## src/rtl/maxpool_2x2_stream.sv

```systemverilog
// Streaming 2x2 / stride-2 signed max-pool for one channel, using a half-width line buffer.
// Build macro POOL_RELU_EN: when defined, negative pooled results are clamped to zero.
module maxpool_2x2_stream #(
    parameter int DATA_W = 16,
    parameter int IMG_W  = 28,
    parameter int IMG_H  = 28
) (
    input  logic              clk,
    input  logic              rst_n,
    input  logic              pool_en,
    output logic              pool_done,
    input  logic              in_valid,
    output logic              in_ready,
    input  logic [DATA_W-1:0] in_data,
    output logic              out_valid,
    input  logic              out_ready,
    output logic [DATA_W-1:0] out_data,
    output logic              out_last
);
    // state | meaning
    // IDLE  | waiting for a pool_en rising edge
    // RUN   | consuming the input frame in raster order
    // FLUSH | final pixel taken, waiting for the output register to drain
    // DONE  | frame complete; pool_done fires on the following cycle

    localparam int LB_N  = IMG_W / 2;
    localparam int LB_AW = (LB_N > 1) ? $clog2(LB_N) : 1;
    localparam int COL_W = $clog2(IMG_W);
    localparam int ROW_W = $clog2(IMG_H);
    localparam int LAST_OUT_ROW = (IMG_H % 2 == 1) ? IMG_H - 2 : IMG_H - 1;
    localparam int LAST_OUT_COL = (IMG_W % 2 == 1) ? IMG_W - 2 : IMG_W - 1;

    typedef enum logic [1:0] {S_IDLE, S_RUN, S_FLUSH, S_DONE} state_t;

    state_t                    r_state;
    logic                      r_pool_en_d;
    logic [COL_W-1:0]          r_col;
    logic [ROW_W-1:0]          r_row;
    logic signed [DATA_W-1:0]  r_pair;
    logic signed [DATA_W-1:0]  r_linebuf [LB_N];
    logic                      r_out_valid;
    logic signed [DATA_W-1:0]  r_out_data;
    logic                      r_out_last;
    logic                      r_pool_done;

    logic                      w_in_ready;
    logic                      w_in_xfer;
    logic signed [DATA_W-1:0]  w_in_px;
    logic                      w_col_last;
    logic                      w_row_last;
    logic                      w_last_px;
    logic                      w_is_last_out;
    logic [LB_AW-1:0]          w_lb_idx;
    logic signed [DATA_W-1:0]  w_h;
    logic signed [DATA_W-1:0]  w_v;
    logic signed [DATA_W-1:0]  w_pool;
    logic                      w_wr;
    logic                      w_start;
    logic                      w_abort;
    logic                      w_drain_ok;

    function automatic logic signed [DATA_W-1:0] smax(input logic signed [DATA_W-1:0] a,
                                                      input logic signed [DATA_W-1:0] b);
        return (a > b) ? a : b;
    endfunction

    assign w_drain_ok    = !r_out_valid || out_ready;
    assign w_in_ready    = (r_state == S_RUN) && w_drain_ok;
    assign w_in_xfer     = in_valid && w_in_ready;
    assign w_in_px       = $signed(in_data);
    assign w_col_last    = (r_col == COL_W'(IMG_W - 1));
    assign w_row_last    = (r_row == ROW_W'(IMG_H - 1));
    assign w_last_px     = w_in_xfer && w_col_last && w_row_last;
    assign w_is_last_out = (r_row == ROW_W'(LAST_OUT_ROW)) && (r_col == COL_W'(LAST_OUT_COL));
    assign w_lb_idx      = LB_AW'(r_col >> 1);
    assign w_h           = smax(r_pair, w_in_px);
    assign w_v           = smax(r_linebuf[w_lb_idx], w_h);
    assign w_wr          = w_in_xfer && r_col[0] && r_row[0];
    assign w_start       = (r_state == S_IDLE) && pool_en && !r_pool_en_d;
    assign w_abort       = ((r_state == S_RUN) || (r_state == S_FLUSH)) && !pool_en;

`ifdef POOL_RELU_EN
    assign w_pool = w_v[DATA_W-1] ? '0 : w_v;
`else
    assign w_pool = w_v;
`endif

    always_ff @(posedge clk) begin
        if (!rst_n) begin
            r_state     <= S_IDLE;
            r_pool_en_d <= 1'b0;
            r_col       <= '0;
            r_row       <= '0;
            r_pair      <= '0;
            for (int i = 0; i < LB_N; i++) begin
                r_linebuf[LB_AW'(i)] <= '0;
            end
            r_out_valid <= 1'b0;
            r_out_data  <= '0;
            r_out_last  <= 1'b0;
            r_pool_done <= 1'b0;
        end else begin
            r_pool_en_d <= pool_en;
            r_pool_done <= 1'b0;
            if (w_abort) begin
                r_state     <= S_IDLE;
                r_col       <= '0;
                r_row       <= '0;
                r_out_valid <= 1'b0;
                r_out_last  <= 1'b0;
            end else begin
                case (r_state)
                    S_IDLE: begin
                        if (w_start) begin
                            r_col   <= '0;
                            r_row   <= '0;
                            r_state <= S_RUN;
                        end
                    end
                    S_RUN: begin
                        if (w_last_px) r_state <= S_FLUSH;
                    end
                    S_FLUSH: begin
                        if (w_drain_ok) r_state <= S_DONE;
                    end
                    S_DONE: begin
                        r_pool_done <= 1'b1;
                        r_state     <= S_IDLE;
                    end
                    default: r_state <= S_IDLE;
                endcase

                if (w_in_xfer) begin
                    if (w_col_last) begin
                        r_col <= '0;
                        r_row <= r_row + ROW_W'(1);
                    end else begin
                        r_col <= r_col + COL_W'(1);
                    end
                    // Even column opens a pair; odd column of an even row parks the row max.
                    if (!r_col[0]) begin
                        r_pair <= w_in_px;
                    end else if (!r_row[0]) begin
                        r_linebuf[w_lb_idx] <= w_h;
                    end
                end

                if (w_wr) begin
                    r_out_valid <= 1'b1;
                    r_out_data  <= w_pool;
                    r_out_last  <= w_is_last_out;
                end else if (out_ready) begin
                    r_out_valid <= 1'b0;
                    r_out_last  <= 1'b0;
                end
            end
        end
    end

    assign in_ready  = w_in_ready;
    assign out_valid = r_out_valid;
    assign out_data  = r_out_data;
    assign out_last  = r_out_last;
    assign pool_done = r_pool_done;

endmodule

```

## config.mk

```make
export PLATFORM = sky130hd
export DESIGN_NAME = maxpool_2x2_stream
export DESIGN_NICKNAME = d
export VERILOG_FILES = /design/src/rtl/maxpool_2x2_stream.sv
export SDC_FILE = /design/constraint.sdc
export NUM_CORES = 1
export LEC_CHECK = 0
export CAP_MARGIN = 20
export CORE_UTILIZATION = 25
export DETAILED_ROUTE_END_ITERATION = 10
export GPL_ROUTABILITY_DRIVEN = 0
export PLACE_DENSITY = 0.46
export SYNTH_ARGS = -nofsm -noshare
export SYNTH_HDL_FRONTEND = slang
export SYNTH_SLANG_ARGS = --single-unit
```

## constraint.sdc

```tcl
create_clock -name clk -period 7.1 [get_ports clk]
set_clock_uncertainty 0.15 [all_clocks]
set_input_delay 0.71 -clock clk [delete_from_list [all_inputs] [get_ports clk]]
set_output_delay 0.71 -clock clk [all_outputs]
set_load 0.01 [all_outputs]
```

==> key figures, run 1 <==
Power
  • Pwr dens: 261.8 nW/µm²
  • Clock power frac: 0.418
  • Switching part of the total: 0.2583
  • Switching power: 1175 µW
  • Worst vdd ir: 0.2155 mV
  • Power Internal: 3373 µW
  • Seq pwr share: 0.457
  • Total Power: 4548 µW
  • Lkg Pwr: 0.005584 µW
  • Comb pwr share: 0.126

Floorplanning
  • Initial Utilization: 0.2547
  • Die area: 60210 µm²
  • Die Y: 245.4 µm
  • Die X: 245.4 µm
  • FP Rows: 88
  • Io pins: 41
  • Core area: 58140 µm²

CTS
  • Cts bufs inserted: 36
  • Htree depth: 2
  • Clock tree from TritonCTS: done
  • Post-CTS Setup Inserts: 0
  • Clock Tree Root: clkbuf_16
  • Worst-case clock buffer depth: 3
  • # hold bufs at CTS: 0
  • Clk sinks: 308
  • Clock slew at reported path FFs: 0.05 ns
  • Clk_lat worst skew: 0.55 ns
  • CTS resizes: 0

Logic synthesis
  • Complex-gate fraction of the synthesized area: 0.1295
  • Synth top area share: 0.5191
  • Yosys warning total: 0
  • Synth async-reset ratio: 0
  • Post-synth EDFFs: 256
  • Syn_area_per_cell: 13.52 µm²
  • Post-synth top area cell: edfxtp_1
  • Synth Flop Type: edfxtp_1
  • Most frequent cell after synthesis: edfxtp_1
  • Yosys cell types: 52
  • Cell Area, Synth: 14810 µm²
  • Synth Area in XOR/XNOR: 0
  • Mux share of post-synthesis cell area: 0.1338
  • Post-Synth Simple-Gate Area: 0.07384
  • Register area share after synthesis: 0.5894
  • Post-Syn Nets: 1154
  • Synth top area cells: edfxtp_1, mux4_2, a21oi_1
  • #FFs+latches synth: 308
  • Most common library cells after synthesis: edfxtp_1, a21oi_1, mux4_2, nand2_1, dfxtp_1
  • Combinational family with the most area after synthesis: multiplexers
  • Mapped Cells: 1095
  • Synth Area in Adders: 0.03211

Hold path
  • Hold Crit Class: flop to flop

Route
  • Routed Antenna Nets: 0
  • # DRC: 0
  • Mean routed wirelength per cell: 24.05 µm
  • Iteration-0 DRC Markers: 1048
  • Final WL: 46.38 mm
  • Vias per cell: 5.065
  • Routed via count: 9765
  • DRT Pass-1 Iters: 5

Setup path
  • Worst Path Arrival: 6.21 ns
  • Worst-path cell chain: clkdlybuf4s50_1 > inv_1 > ha_1 > a21oi_1 > o21ai_0 > o221ai_1 > nand4b_1 > nand3_1 > buf_4 > and2_1 > ha_1 > nand3_1 > or4_1 > a21oi_1 > o311a_1 > a22oi_1 > o211ai_1
  • Critical path launch point type: input port
  • Crit Path Class: input port to flop
  • Crit path largest cell delay: 0.76 ns
  • Kind of end point of the critical path: flop
  • Biggest fanout along the worst timing path: 16
  • Required time of the worst setup path: 7.41 ns
  • Critical-path top delay cell: nand4b_1

STA
  • Setup tns final: 0 ns
  • Final period util: 0.8303
  • Final hold vios: 0
  • Final setup fails: 0
  • Worst-Margin Slew: 1.152 ns
  • Slew Limit Headroom: 0.2304
  • RSZ-0062 raised after global routing: no
  • Max Fclk: 169.6 MHz
  • Max Slew Vio Count: 0
  • Min cycle time layout: 5.895 ns

Job
  • Max-Cap Viols: 0

Global route
  • First-pass GRT wire length: 68.39 mm
  • Vias in the first global route: 9992
  • Initial antenna violation count: 1
  • Global-route usage over all layers: 0.1554
  • GRT overflow: 0
  • Largest net degree at the start of global routing: 40

Cells and area
  • Nets: 1194
  • Cell area after layout: 17380 µm²
  • Final core occ: 0.2989
  • Sequential Area: 8733 µm²
  • Multi-input logic area: 5485 µm²
  • Filler cell count: 5887
  • Synth-to-Final Area Change: 17.33%
  • Layout cell share with drive strength beyond 1: 0.1773

Place
  • DP Wirelength: 29.02 mm
  • Buffers on Ports: 40
  • Post-place instance area: 16170 µm²

Run status
  • Status: finished clean
## final cells by class
type	count	area share
Inverter	25	0.005401
Timing Repair Buffer	93	0.05286
Clock inverter	18	0.01275
Sequential cell	308	0.5026
Multi-Input combinational cell	671	0.3157
Antenna cell	1	0.0001440
Clock buffer	47	0.05545
Tap cell	765	0.05509
## path summary, 6_finish.rpt
check                 endpoint  slack, ns        from  cells after the start
setup / recovery  out_data[13]       1.20  in_data[3]                     17
hold / removal        r_row[4]       0.30    r_row[4]                      1
setup reg to reg  out_data[13]       1.56   r_pair[3]                     15
hold reg to reg       r_row[4]       0.30    r_row[4]                      1
## cells in the final DEF, fill, tap and decap left out, types with 7 or more instances in the layout
cell	instances
dfxtp_1	50
nor2_1	21
edfxtp_1	256
and2_1	20
clkdlybuf4s50_1	40
o211ai_1	18
buf_4	45
ha_1	38
inv_1	25
a22oi_1	17
o21ai_0	8
mux4_2	80
o21ai_4	10
nand4_1	23
nand3_1	27
nand2_1	64
mux2i_1	18
a21oi_1	248
clkinv_1	7
clkbuf_1	10
nor2b_1	20
clkbuf_16	37
## power groups by stage
| stage | clock [µW] | combinational [µW] | sequential (µW) |
|---|---|---|---|
| 2_1_floorplan | 0 | 377 | 2100 |
| 3_3_place_gp | 0 | 559 | 2110 |
| 3_5_place_dp | 0 | 571 | 2120 |
| 4_1_cts | 1950 | 573 | 2080 |
| 5_1_grt | 2010 | 625 | 2090 |
| 6_report | 1900 | 571 | 2080 |
## registers in the layout, summed over array words and instances, names as in the netlist, named ones only
| register | count |
|---|---|
| pool_done | 1 |
| out_data | 16 |
| r_row | 5 |
| out_last | 1 |
| r_col | 5 |
| r_linebuf | 256 |
| out_valid | 1 |
| r_pool_en_d | 1 |
| r_pair | 16 |
| r_state | 2 |
## stage by stage
step / std cells / worst slack, ns / hold WS (ns)
2_1_floorplan: 1095 / 2.472 / 0.2722
3_3_place_gp: 1856 / 0.7316 / 0.2989
3_5_place_dp: 1861 / 0.6800 / 0.2971
4_1_cts: 1926 / 1.228 / 0.3072
5_1_grt: 1927 / 0.7948 / 0.3405
6_report: 1928 / 1.205 / 0.3046
## cell families after synthesis
logic type,after synthesis
AO/OA/AOI/OAI,327
flip-flops,308
AND/OR/NAND/NOR,208
buffers and inverters,116
multiplexers,98
adder cells (fa/ha/maj),38
## metal layers
layer,GRT usage,share of wire
met1,0.2089,0.44
met2,0.2532,0.48
met3,0.02456,0.060
met4,0.05353,0.024
met5,0,0
## critical path: cells and delay by family
| kind | cells | cell delay (ns) |
|---|---|---|
| AO/OA/AOI/OAI | 7 | 2.06 |
| adder cells (fa/ha/maj) | 2 | 0.48 |
| buffers and inverters | 3 | 0.90 |
| AND/OR/NAND/NOR | 5 | 2.04 |
Power figures use the tool's default switching activity.
==> run 2: changes to the inputs <==
Clock period 7.1 ns to 5.5 ns, I/O delays scaled along.
==> key figures, run 2 (synthesis results as in run 1) <==
Global route
  • Most Crowded Layer GR: met2
  • Global-route usage over all layers: 0.1539 (-0.001490)
  • Met2 Resource Use GR: 0.2507 (-0.002409)
  • GR Util met1: 0.2086 (-0.0002981)
  • Vias in the first global route: 10043 (+0.51%)
  • Initial antenna violation count: 0 (-1)
  • Largest net degree at the start of global routing: 65 (+63%)
  • GRT overflow: 0 (unchanged)
  • First-pass GRT wire length: 68.08 mm (-0.45%)
  • M3 GR Usage: 0.02586 (+0.001310)

Cells and area
  • ANT cells: 0 (-1)
  • Top reg by flops: r_linebuf
  • Finished Layout Cells: 1944 (+0.83%)
  • Filler cell count: 5864 (-0.39%)
  • Most frequent cells in the layout: edfxtp_1, a21oi_1, mux4_2
  • Nets: 1217 (+1.9%)
  • Commonest non-fill, non-tap cell in the layout: edfxtp_1
  • Final core occ: 0.3002 (+0.001334)
  • Max reg flops: 256 (unchanged)
  • Layout cell share with drive strength beyond 1: 0.1951 (+0.01780)
  • Synth-to-Final Area Change: 17.85%
  • Cell area after layout: 17450 µm² (+0.45%)

Floorplanning
  • Die X: 245.4 µm (unchanged)
  • Initial Utilization: 0.2547 (unchanged)
  • Die area: 60210 µm² (unchanged)
  • Core area: 58140 µm² (unchanged)
  • Die Y: 245.4 µm (unchanged)
  • Io pins: 41 (unchanged)
  • FP Rows: 88 (unchanged)

Place
  • DP Wirelength: 28.79 mm (-0.80%)
  • Buffers on Ports: 40 (unchanged)
  • Post-place instance area: 16320 µm² (+0.91%)
  • Cells after DPL: 1884 (+1.2%)

Setup path
  • Biggest fanout along the worst timing path: 22 (+6)
  • Crit path largest cell delay: 0.68 ns (-0.08 ns)
  • Path depth of the worst reg2reg path: 15 (unchanged)
  • Kind of end point of the critical path: flop
  • Worst Path Arrival: 5.15 ns (-1.06 ns)
  • Critical-path top delay cell: o311a_1
  • Required time of the worst setup path: 5.82 ns (-1.59 ns)
  • Worst-path cell chain: clkdlybuf4s50_1 > inv_1 > ha_1 > nand4_1 > nor4_2 > and3_1 > nand4b_1 > buf_4 > nand3_1 > and2_1 > ha_1 > nand3_1 > or4_1 > a21oi_1 > o311a_1 > a22oi_1 > o211ai_1
  • Critical path launch point type: input port
  • Crit Path Class: input port to flop

STA
  • Max Slew Vio Count: 0 (unchanged)
  • Setup tns final: 0 ns (unchanged)
  • WHS: 0.3294 ns (+0.02479 ns)
  • Max Fclk: 206.9 MHz
  • Min cycle time layout: 4.834 ns
  • Final setup fails: 0 (unchanged)
  • Final hold vios: 0 (unchanged)
  • Worst-Margin Slew: 1.131 ns (-0.02082 ns)
  • Final period util: 0.8789
  • RSZ-0062 raised after global routing: no
  • Slew Limit Headroom: 0.2451 (+0.01471)

CTS
  • Clk sinks: 308 (unchanged)
  • Clock Tree Root: clkbuf_16
  • Cts bufs inserted: 36 (unchanged)
  • CTS resizes: 0 (unchanged)
  • Worst-case clock buffer depth: 3 (unchanged)
  • Clk_lat worst skew: 0.56 ns (about the same)
  • # hold bufs at CTS: 0 (unchanged)
  • Clock slew at reported path FFs: 0.06 ns (about the same)
  • Post-CTS Setup Inserts: 0 (unchanged)
  • Clock tree from TritonCTS: done
  • Htree depth: 2 (unchanged)

Route
  • Iteration-0 DRC Markers: 1035 (-1.2%)
  • # DRC: 0 (unchanged)
  • Routed Antenna Nets: 0 (unchanged)
  • DRT Pass-1 Iters: 6 (+1)
  • Mean routed wirelength per cell: 23.66 µm (-1.6%)
  • Vias per cell: 5.090 (+0.49%)
  • Routed via count: 9894 (+1.3%)
  • Final WL: 46.00 mm (-0.82%)

Hold path
  • Hold Crit Class: flop to flop
  • Hold depth: 1 (unchanged)

Run status
  • Status: finished clean

Power
  • Pwr dens: 328.9 nW/µm² (+26%)
  • Worst vdd ir: 0.1608 mV (-25%)
  • Lkg Pwr: 0.005634 µW (+0.90%)

Job
  • Max-Cap Viols: 0 (unchanged)
==> run 2: changes by cell type in the layout (fill, tap and decap cells not counted) <==
cell        previous run  this run
clkbuf_1              10         3
buf_6                  0         1
buf_4                 45        68
clkinv_8               0         1
diode_2                1         0
bufinv_16              5         3
clkinv_4               2         1
buf_8                  2         0
clkinvlp_4             0         2
clkinv_2               2         4
buf_16                 4         2
buf_12                 2         5
clkbuf_16             37        36
==> run 2: worst paths after layout <==
| kind | start | to | slack (ns) |
|---|---|---|---|
| max | in_data[13] | out_data[14] | 0.67 |
| min | r_row[4] | r_row[4] | 0.33 |
| max reg2reg | r_pair[12] | out_data[14] | 0.87 |
| min reg2reg | r_row[4] | r_row[4] | 0.33 |
==> run 2: critical path, delay by kind of cell <==
kind                       cells  cell delay (ns)
AOI/OAI and AO/OA              4             1.14
adders and majority gates      2             0.60
and+or+nand+nor                8             1.95
buffers and inverters          3             0.89
==> run 2: metal layers <==
metal  part of all wire  vias to the layer above
met4              0.025                        0
met2               0.48                      322
met3              0.061                       75
met5                  0                        -
li1                   -                     4383
met1               0.44                     5114
==> run 2: through the flow <==
stage               power (µW)  setup slack (ns)
floorplan                 3194             1.032
global placement          3460            0.1971
detailed placement        3472            0.1357
CTS                       5798            0.6858
global route              5950            0.3317
finish                    5741            0.6660
==> run 2: power by group <==
| part | internal, µW | switching, µW |
|---|---|---|
| clock network | 1340 | 976 |
| logic | 262 | 480 |
| registers | 2630 | 57.6 |
| total | 4230 | 1510 |
==> run 2: cell type report <==
type                       count  area [µm²]  area share
clock inverter                20       193.9     0.01111
sequential                   308        8733      0.5004
clock buffer                  39       912.1     0.05226
multi-input combinational    671        5485      0.3143
timing repair buffer         116        1077     0.06172
tap                          765       957.2     0.05484
inverter                      25       93.84    0.005377
